### config.mk
export PLATFORM = sky130hd
export DESIGN_NAME = uart_cmd_ctrl
export DESIGN_NICKNAME = d
export VERILOG_FILES = /design/src/rtl/uart_ctrl_pkg.sv /design/src/rtl/cmd_fifo.sv /design/src/rtl/uart_cmd_ctrl.sv
export SDC_FILE = /design/constraint.sdc
export NUM_CORES = 1
export LEC_CHECK = 0
export CORE_ASPECT_RATIO = 1.5
export CORE_MARGIN = 8
export CORE_UTILIZATION = 45
export CTS_CLUSTER_DIAMETER = 80
export DETAILED_ROUTE_END_ITERATION = 8
export PLACE_DENSITY_LB_ADDON = 0.25
export SETUP_SLACK_MARGIN = 0.5
export SLEW_MARGIN = 20
export SYNTH_ARGS = -nofsm -noshare
export SYNTH_HDL_FRONTEND = slang
export SYNTH_SLANG_ARGS = --single-unit
### constraint.sdc
create_clock -name clk -period 4.6 [get_ports clk]
set_input_delay 0.92 -clock clk [delete_from_list [all_inputs] [get_ports clk]]
set_output_delay 0.92 -clock clk [all_outputs]
set_load 0.05 [all_outputs]
### src/rtl/uart_ctrl_pkg.sv
// Shared types and widths for the UART command controller.
package uart_ctrl_pkg;

    localparam int CMD_W  = 16;
    localparam int RESP_W = 8;

    typedef enum logic [1:0] {
        TX_IDLE = 2'd0,
        TX_SEND = 2'd1,
        TX_WAIT = 2'd2
    } tx_state_t;

    typedef enum logic {
        REQ_ACK  = 1'b0,
        REQ_STAT = 1'b1
    } req_id_t;

endpackage

### src/rtl/cmd_fifo.sv
// Small synchronous command FIFO with registered occupancy.
// A push while full is dropped here; the caller is expected to hold it off.
module cmd_fifo
    import uart_ctrl_pkg::*;
#(
    parameter int DEPTH = 4,
    parameter int WIDTH = CMD_W
) (
    input  logic                     clk,
    input  logic                     rst_n,
    input  logic                     push_i,
    input  logic [WIDTH-1:0]         data_i,
    input  logic                     pop_i,
    output logic [WIDTH-1:0]         head_o,
    output logic                     full_o,
    output logic                     empty_o,
    output logic [$clog2(DEPTH):0]   count_o
);

    localparam int PW = $clog2(DEPTH);
    localparam int CW = PW + 1;

    logic [WIDTH-1:0] mem_q [DEPTH];
    logic [PW-1:0]    wr_ptr_q, wr_ptr_d;
    logic [PW-1:0]    rd_ptr_q, rd_ptr_d;
    logic [CW-1:0]    cnt_q, cnt_d;
    logic             push_en;
    logic             pop_en;

    assign full_o  = (cnt_q == CW'(DEPTH));
    assign empty_o = (cnt_q == '0);
    assign count_o = cnt_q;
    assign push_en = push_i & ~full_o;
    assign pop_en  = pop_i & ~empty_o;
    assign head_o  = empty_o ? '0 : mem_q[rd_ptr_q];

    // Next pointers and occupancy; pointers wrap naturally since DEPTH is a power of two.
    always_comb begin
        wr_ptr_d = wr_ptr_q;
        rd_ptr_d = rd_ptr_q;
        cnt_d    = cnt_q;
        if (push_en) begin
            wr_ptr_d = wr_ptr_q + 1'b1;
        end
        if (pop_en) begin
            rd_ptr_d = rd_ptr_q + 1'b1;
        end
        case ({push_en, pop_en})
            2'b10:   cnt_d = cnt_q + 1'b1;
            2'b01:   cnt_d = cnt_q - 1'b1;
            default: cnt_d = cnt_q;
        endcase
    end

    // Pointer and occupancy registers; reset empties the FIFO.
    always_ff @(posedge clk or negedge rst_n) begin
        if (!rst_n) begin
            wr_ptr_q <= '0;
            rd_ptr_q <= '0;
            cnt_q    <= '0;
        end else begin
            wr_ptr_q <= wr_ptr_d;
            rd_ptr_q <= rd_ptr_d;
            cnt_q    <= cnt_d;
        end
    end

    // Storage array; contents need no reset because empty masks the head.
    always_ff @(posedge clk) begin
        if (push_en) begin
            mem_q[wr_ptr_q] <= data_i;
        end
    end

endmodule

### src/rtl/uart_cmd_ctrl.sv
// Glue between the UART command wrapper and the core: buffers incoming
// commands, arbitrates two response sources onto one transmit path and
// flags a transmitter that never reports completion.
module uart_cmd_ctrl
    import uart_ctrl_pkg::*;
#(
    parameter int DEPTH     = 4,
    parameter int TO_CYCLES = 1_000_000
) (
    input  logic                    clk,
    input  logic                    rst_n,
    input  logic                    cmd_rdy,
    input  logic [CMD_W-1:0]        cmd,
    output logic                    clr_cmd_rdy,
    output logic [CMD_W-1:0]        cmd_out,
    output logic                    cmd_vld,
    input  logic                    cmd_pop,
    output logic [$clog2(DEPTH):0]  cmd_cnt,
    input  logic                    ack_req,
    input  logic [RESP_W-1:0]       ack_byte,
    output logic                    ack_busy,
    input  logic                    stat_req,
    input  logic [RESP_W-1:0]       stat_byte,
    output logic                    stat_busy,
    output logic                    send_resp,
    output logic [RESP_W-1:0]       resp,
    input  logic                    resp_sent,
    output logic                    tx_err
);

    localparam int TW = $clog2(TO_CYCLES + 1);

    logic              fifo_full;
    logic              fifo_empty;

    tx_state_t         state_q, state_d;
    logic              ack_busy_q, ack_busy_d;
    logic [RESP_W-1:0] ack_byte_q, ack_byte_d;
    logic              stat_busy_q, stat_busy_d;
    logic [RESP_W-1:0] stat_byte_q, stat_byte_d;
    req_id_t           last_q, last_d;
    req_id_t           gnt_q, gnt_d;
    logic [RESP_W-1:0] resp_q, resp_d;
    logic [TW-1:0]     tmr_q, tmr_d;
    logic              err_q, err_d;
    logic              tx_done;

    // Accepting a command is decided on registered occupancy, so a pop while
    // full only frees the slot for the following cycle. Gating with rst_n keeps
    // the acknowledge low for the whole time reset is held.
    assign clr_cmd_rdy = cmd_rdy & ~fifo_full & rst_n;
    assign cmd_vld     = ~fifo_empty;

    cmd_fifo #(
        .DEPTH (DEPTH),
        .WIDTH (CMD_W)
    ) u_fifo (
        .clk     (clk),
        .rst_n   (rst_n),
        .push_i  (clr_cmd_rdy),
        .data_i  (cmd),
        .pop_i   (cmd_pop),
        .head_o  (cmd_out),
        .full_o  (fifo_full),
        .empty_o (fifo_empty),
        .count_o (cmd_cnt)
    );

    assign send_resp = (state_q == TX_SEND);
    assign resp      = resp_q;
    assign ack_busy  = ack_busy_q;
    assign stat_busy = stat_busy_q;
    assign tx_err    = err_q;

    // Request capture, round-robin grant, transmit handshake and timeout.
    always_comb begin
        state_d     = state_q;
        ack_busy_d  = ack_busy_q;
        ack_byte_d  = ack_byte_q;
        stat_busy_d = stat_busy_q;
        stat_byte_d = stat_byte_q;
        last_d      = last_q;
        gnt_d       = gnt_q;
        resp_d      = resp_q;
        tmr_d       = tmr_q;
        err_d       = err_q;
        tx_done     = 1'b0;

        if (ack_req && !ack_busy_q) begin
            ack_busy_d = 1'b1;
            ack_byte_d = ack_byte;
        end
        if (stat_req && !stat_busy_q) begin
            stat_busy_d = 1'b1;
            stat_byte_d = stat_byte;
        end

        case (state_q)
            TX_IDLE: begin
                if (ack_busy_q && (!stat_busy_q || last_q == REQ_STAT)) begin
                    gnt_d   = REQ_ACK;
                    last_d  = REQ_ACK;
                    resp_d  = ack_byte_q;
                    state_d = TX_SEND;
                end else if (stat_busy_q) begin
                    gnt_d   = REQ_STAT;
                    last_d  = REQ_STAT;
                    resp_d  = stat_byte_q;
                    state_d = TX_SEND;
                end
            end
            TX_SEND: begin
                tmr_d   = '0;
                state_d = TX_WAIT;
            end
            TX_WAIT: begin
                if (resp_sent) begin
                    tx_done = 1'b1;
                end else if (tmr_q == TW'(TO_CYCLES - 1)) begin
                    err_d   = 1'b1;
                    tx_done = 1'b1;
                end else begin
                    tmr_d = tmr_q + 1'b1;
                end
            end
            default: begin
                state_d = TX_IDLE;
            end
        endcase

        if (tx_done) begin
            state_d = TX_IDLE;
            if (gnt_q == REQ_ACK) begin
                ack_busy_d = 1'b0;
            end else begin
                stat_busy_d = 1'b0;
            end
        end
    end

    // Controller state registers; last grant resets to STAT so ACK wins the first tie.
    always_ff @(posedge clk or negedge rst_n) begin
        if (!rst_n) begin
            state_q     <= TX_IDLE;
            ack_busy_q  <= 1'b0;
            ack_byte_q  <= '0;
            stat_busy_q <= 1'b0;
            stat_byte_q <= '0;
            last_q      <= REQ_STAT;
            gnt_q       <= REQ_ACK;
            resp_q      <= '0;
            tmr_q       <= '0;
            err_q       <= 1'b0;
        end else begin
            state_q     <= state_d;
            ack_busy_q  <= ack_busy_d;
            ack_byte_q  <= ack_byte_d;
            stat_busy_q <= stat_busy_d;
            stat_byte_q <= stat_byte_d;
            last_q      <= last_d;
            gnt_q       <= gnt_d;
            resp_q      <= resp_d;
            tmr_q       <= tmr_d;
            err_q       <= err_d;
        end
    end

endmodule

==> results of run 1 <==
## synth_stat cells (2+ instances only)
library cell and number:
a21o_1 3, a21oi_1 8, a31oi_1 3, and2_1 22
buf_2 6, clkbuf_1 9, dfrtp_1 57, edfxtp_1 64
ha_1 9, inv_1 17, mux2_2 16, mux2i_1 8
mux4_2 16, nand2_1 33, nand2b_1 3, nand3_1 12
nand4_1 5, nand4_2 2, nor2_1 13, nor2b_1 2
nor3_1 3, nor4_1 4, o21ai_0 24, o21ai_1 3
o22a_1 2, o31ai_1 4, o41ai_1 2, or3_1 3
or4_1 2, xnor2_1 3, xor2_1 6
## worst max-delay path by stage
stage / from / to / slack (ns)
final: cmd_rdy / clr_cmd_rdy / 0.75
after global routing: cmd_rdy / clr_cmd_rdy / 0.62
after CTS: u_fifo.rd_ptr_q[0]$_DFFE_PN0P_ / cmd_out[1] / 0.73
after detailed placement: cmd_rdy / clr_cmd_rdy / 0.82
after global placement: cmd_rdy / clr_cmd_rdy / 0.88
after floorplan: rst_n / u_fifo.count_o[2]$_DFFE_PN0P_ / 1.53
## placed cells by master, fill, tap and decap left out, types with 3 or more instances in the layout
cell / n
clkbuf_16: 17
clkdlybuf4s50_1: 70
a21o_1: 3
nand4_1: 5
or3_1: 3
o21ai_0: 24
nand3_1: 12
xnor2_1: 3
nor2_1: 13
buf_4: 3
inv_1: 17
nor4_1: 4
xor2_1: 6
dfrtp_1: 57
a21oi_1: 8
mux4_2: 16
ha_1: 9
nor3_1: 3
nand2_1: 33
nand2b_1: 3
a31oi_1: 3
mux2i_1: 8
o31ai_1: 4
and2_1: 22
inv_6: 6
mux2_2: 16
clkinv_4: 3
edfxtp_1: 64
## state kept, by name, indices dropped and copies added (netlist names)
name	cells
u_fifo.count_o	3
last_q	1
stat_busy	1
stat_byte_q	8
gnt_q	1
u_fifo.wr_ptr_q	2
tx_err	1
ack_byte_q	8
u_fifo.mem_q	64
state_q	2
resp	8
tmr_q	20
u_fifo.rd_ptr_q	2
ack_busy	1
## power groups by stage
stage / Clock [µW] / Sequential (µW) / Combinational [µW]
finish: 1310 / 1560 / 1880
global route: 1370 / 1590 / 2020
CTS: 1330 / 1560 / 1910
detailed placement: 0 / 1580 / 1900
global placement: 0 / 1570 / 1860
floorplan: 0 / 1670 / 1220
## stage by stage
stage               std cells  worst slack (ns)  utilization
CTS                       625             0.734        0.587
global route              625             0.622        0.587
detailed placement        593             0.823        0.536
global placement          593             0.880        0.536
finish                    625             0.747        0.587
floorplan                 384              1.53            -
## area by class of cell
| class | instances | area share |
|---|---|---|
| clock buffer | 17 | 0.0628 |
| clock inverter | 15 | 0.0240 |
| inverter | 17 | 0.00942 |
| multi-input combinational | 230 | 0.270 |
| sequential | 122 | 0.498 |
| tap | 150 | 0.0277 |
| timing repair buffer | 74 | 0.108 |
## metal layers
layer,track usage,vias to the layer above
li1,-,1581
met2,0.276,102
met1,0.159,1738
met4,0.0631,0
met3,0.0476,14
met5,0,-
## critical path: stages
cell	delay, ns
clkdlybuf4s50_1	0.46
nand2_1	0.06
a31oi_1	0.55
clkdlybuf4s50_1	0.94
## cell families after synthesis
| family | share of synthesized area |
|---|---|
| adder cells (fa/ha/maj) | 0.0249 |
| XOR/XNOR | 0.0148 |
| multiplexers | 0.119 |
| flip-flops | 0.633 |
| buffers and inverters | 0.0239 |
| AO/OA/AOI/OAI | 0.0632 |
| AND/OR/NAND/NOR | 0.121 |
==> results.ini, run 1 <==
[route]
ant_nets=0
highest_layer=met4
wl_met3_um=506
m1WireLength_um=4530
wl_per_cell_um=18.1
wirelength_um=11300
drtIter0Drc=152
wl_met2_um=6120
post_drt_via_cell_ratio=5.50
route.detailed.drc=0
first_pass_iters=4
num_vias=3435

[global_routing]
grt_pass1_vias=3661
grt_usage=0.152
grt_antenna_before_repair=0
grt_max_degree=59
grt_pass1_wl_um=18700
grt_overflow=0

[synth]
ys_types=51
syn_area_per_cell_um2=13.9
async_flop_share=0.475
yosys_warnings=0
synth_nets=433
synth_edf_count=64
synth_seq_cells=122
synth_top_cell_by_area=edfxtp_1
synth_area_leaders=edfxtp_1 36%, dfrtp_1 27%, mux4_2 6.8%
synthFlopType=edfxtp_1
synth_top_area_share=0.361
ys_seq_area_frac=0.633
netlist_area_um2=5330
syn_inst=384

[clock_tree]
postCtsHoldBufs=0
tritoncts=yes
clk_pin_slew_ns=0.06
cts_sinks=122
post-cts-setup-buffers=0
clockBufferDepth=2
cts_root_buf=clkbuf_16
htreeDepth=4
clk_latency_ns=0.41
cts_inserted_buffers=17
cts_resized=0

[setup_path]
r2r_slack_ns=2.08
path_max_fanout=9
timing.rr.start=state_q[0]$_DFFE_PN0P_
cp.required_ns=3.68
end_kind=output pin
arrival_ns=2.93
worstSetupPathType=input pin to output pin
reg2reg_depth=7
setup.worst_path.start_class=input pin
rr_endpoint=state_q[1]$_DFFE_PN0P_

[place]
placed_area_um2=6180
place.gp.congestion=0.825
io_buffers=71
hpwlAfterDp_um=7760

[die]
die_area_um2=15700
die_h_um=149
die_x_um=105
ios=72
fp-row-count=48
fp.coreArea_um2=11500
start_util=0.462

[final_layout]
areaGrowthSynthToFinish_pct=27.1
fin_nets=511
regArea_um2=3370
drive_above_1_share=0.171
antenna_cells=0
multi_input_comb_area_um2=1830
final_design_area_no_fill_um2=6770
nFillCells=921

[timing]
holdWs_ns=0.467
final.setup.tns_ns=0
min_period_ns=3.85
setup_viol=0
period_share=0.838
worstMarginPinSlew_ns=0.867
timing.fmax_mhz=260
slew_headroom=0.422
hold_viol_final=0
rsz0062_at_grt=false
fin_skew_ns=0.00613
finalMaxSlewViolations=0

[worst_hold_path]
min_path_cells=2
hp-class=flip-flop to flip-flop
hold_start=last_q$_DFFE_PN1P_
whs_endpoint=last_q$_DFFE_PN1P_

[pwr]
seq_power_share=0.328
combPwrFrac=0.396
internal_power_uw=2930
switching_share=0.383
pwr-share-clk=0.276
leakage_uw=0.00260
vdd_drop_max_v=0.000327
power.density_nw_per_um2=700
power_uw=4740
switchingPower_uw=1820

[status]
outcome=finished, final reports clean

[job]
drv_cap=0

Power figures use the tool's default switching activity.
==> run 2, diff against run 1 <==
Clock period 4.6 ns to 3.1 ns, I/O delays scaled along.
==> run 2 against run 1 <==
Compared with the run above: cell count rose by 1.9%; global-route usage fell by 0.48 points; sequential power rose by 44%; first-iteration DRC count fell by 24%; die area did not move; utilization rose by 0.85 points; cell area rose by 1.4%; critical path type is now flip-flop to output pin.
==> results.ini, run 2 (synthesis gave the netlist of run 1 again) <==
[global_routing]
grt_overflow=0
grt_max_degree=59
grt_pass1_wl_um=18300
grt_antenna_before_repair=0
grt_usage=0.147
grt_pass1_vias=3696

[timing]
setup_ws_ns=0.625
period_share=0.798
rsz0062_at_grt=false
min_period_ns=2.47
worstMarginPinSlew_ns=0.759
hold_viol_final=0
finalMaxSlewViolations=0
slew_headroom=0.494
final.setup.tns_ns=0
fin_skew_ns=0.00754
timing.fmax_mhz=404
setup_viol=0

[setup_path]
reg2reg_depth=7
r2r_slack_ns=0.79
rr_endpoint=tmr_q[17]$_DFFE_PN0P_
timing.rr.start=state_q[0]$_DFFE_PN0P_
worstSetupPathType=flip-flop to output pin
arrival_ns=1.85
end_kind=output pin
path_cells=buf_4 -> mux4_2 -> and2_1 -> buf_4
cp_common_cell=buf_4
setup.worst_path.start_class=flip-flop
crit_family=multiplexers
critPathMaxStageDelay_ns=0.52
cp.required_ns=2.48
path_max_fanout=9
path_buf_inv=2
slowest_stage=mux4_2

[final_layout]
antenna_cells=0
final_common_cell=edfxtp_1
instances_no_fill=637
drive_above_1_share=0.228
largest_registers=u_fifo.mem_q x64, tmr_q x20
layout_common_cells=64 x edfxtp_1, 56 x dfrtp_1, 52 x clkdlybuf4s50_1, 33 x nand2_1, 29 x buf_4
areaGrowthSynthToFinish_pct=28.9
largest_reg_flops=64
largest_register=u_fifo.mem_q
fin_nets=523

[route]
first_pass_iters=6
wl_per_cell_um=17.3
ant_nets=0
drtIter0Drc=115
num_vias=3392
route.detailed.drc=0
wirelength_um=11000
post_drt_via_cell_ratio=5.32

[pwr]
seq_power_share=0.317
vdd_drop_max_v=0.000615
power.density_nw_per_um2=1030
combPwrFrac=0.406
switchingPower_uw=2670
leakage_uw=0.00269
internal_power_uw=4430
switching_share=0.376
pwr-share-clk=0.277

[clock_tree]
cts_root_buf=clkbuf_16
clk_pin_slew_ns=0.06
clockBufferDepth=2
postCtsHoldBufs=0
clk_latency_ns=0.40
cts_inserted_buffers=17
htreeDepth=4
tritoncts=yes
cts_sinks=122

[place]
post-place-ws_ns=0.595
hpwlAfterDp_um=7980
io_buffers=71
place_inst=605
place.gp.congestion=0.812

[worst_hold_path]
hp-class=input pin to async pin

[die]
fp.coreArea_um2=11500
fp-row-count=48
die_x_um=105
die_h_um=149
die_area_um2=15700
ios=72
start_util=0.462

[status]
outcome=finished, final reports clean

[job]
drv_cap=0

-- run 2: cell count changes in the layout (fill, tap and decap cells not counted), moves of 2 or more --
cell	previous run	this run
buf_4	3	29
clkdlybuf4s50_1	70	52
inv_6	6	3
buf_12	0	2
clkbuf_1	0	2
clkinvlp_4	2	4
-- run 2: power by group through the flow --
stage          combinational, µW  clock (µW)  sequential [µW]
6_report                    2880        1970             2250
3_3_place_gp                2890           0             2260
5_1_grt                     3120        2080             2290
3_5_place_dp                2920           0             2280
2_1_floorplan               1810           0             2480
4_1_cts                     2920        2010             2250
-- run 2: worst max-delay path by stage --
stage / start / to / slack [ns] / cells after the start
3_3_place_gp: cmd_rdy / u_fifo.count_o[2]$_DFFE_PN0P_ / 0.67 / 11
2_1_floorplan: u_fifo.count_o[0]$_DFFE_PN0P_ / u_fifo.count_o[2]$_DFFE_PN0P_ / 0.52 / 9
5_1_grt: u_fifo.rd_ptr_q[0]$_DFFE_PN0P_ / cmd_out[3] / 0.51 / 4
6_report: u_fifo.rd_ptr_q[0]$_DFFE_PN0P_ / cmd_out[0] / 0.63 / 4
3_5_place_dp: resp_sent / tmr_q[14]$_DFFE_PN0P_ / 0.59 / 6
4_1_cts: u_fifo.count_o[1]$_DFFE_PN0P_ / cmd_out[11] / 0.55 / 4
-- run 2: per-layer routing --
layer	track usage	routed length [µm]	vias up	part of all wire
met4	0.0609	108	0	0.0098
li1	-	-	1597	-
met1	0.158	4390	1695	0.40
met5	0	0	-	0
met3	0.0541	650	8	0.059
met2	0.256	5850	92	0.53
-- run 2: area by class of cell --
cell class	count	area, µm²
Clock buffer	19	433
Clock inverter	13	169
Fill cell	933	4660
Inverter	17	63.8
Multi-Input combinational cell	230	1840
Sequential cell	122	3380
Tap cell	150	188
Timing Repair Buffer	86	803
-- run 2: worst register-to-register path, delay by kind of cell, from the launching register on --
family,cells,cell delay [ns]
buffers and inverters,1,0.09
adders and majority gates,1,0.53
DFF,1,0.37
AOI/OAI and AO/OA,1,0.16
and+or+nand+nor,4,1.07
-- run 2: timing repair --
| item | CTS | global route |
|---|---|---|
| resized for setup | 1 | 3 |
| setup endpoints to repair | 1 | 7 |
| buffers inserted | 0 | 0 |
-- run 2: stage by stage --
| step | total power [µW] | hold WS (ns) | util | area [µm²] |
|---|---|---|---|---|
| 4_1_cts | 7180 | 0.460 | 0.595 | 6860 |
| 3_5_place_dp | 5200 | 0.451 | 0.543 | 6260 |
| 5_1_grt | 7490 | 0.477 | 0.596 | 6870 |
| 2_1_floorplan | 4290 | 0.324 | - | 5340 |
| 3_3_place_gp | 5150 | 0.448 | 0.543 | 6260 |
| 6_report | 7100 | 0.456 | 0.596 | 6870 |
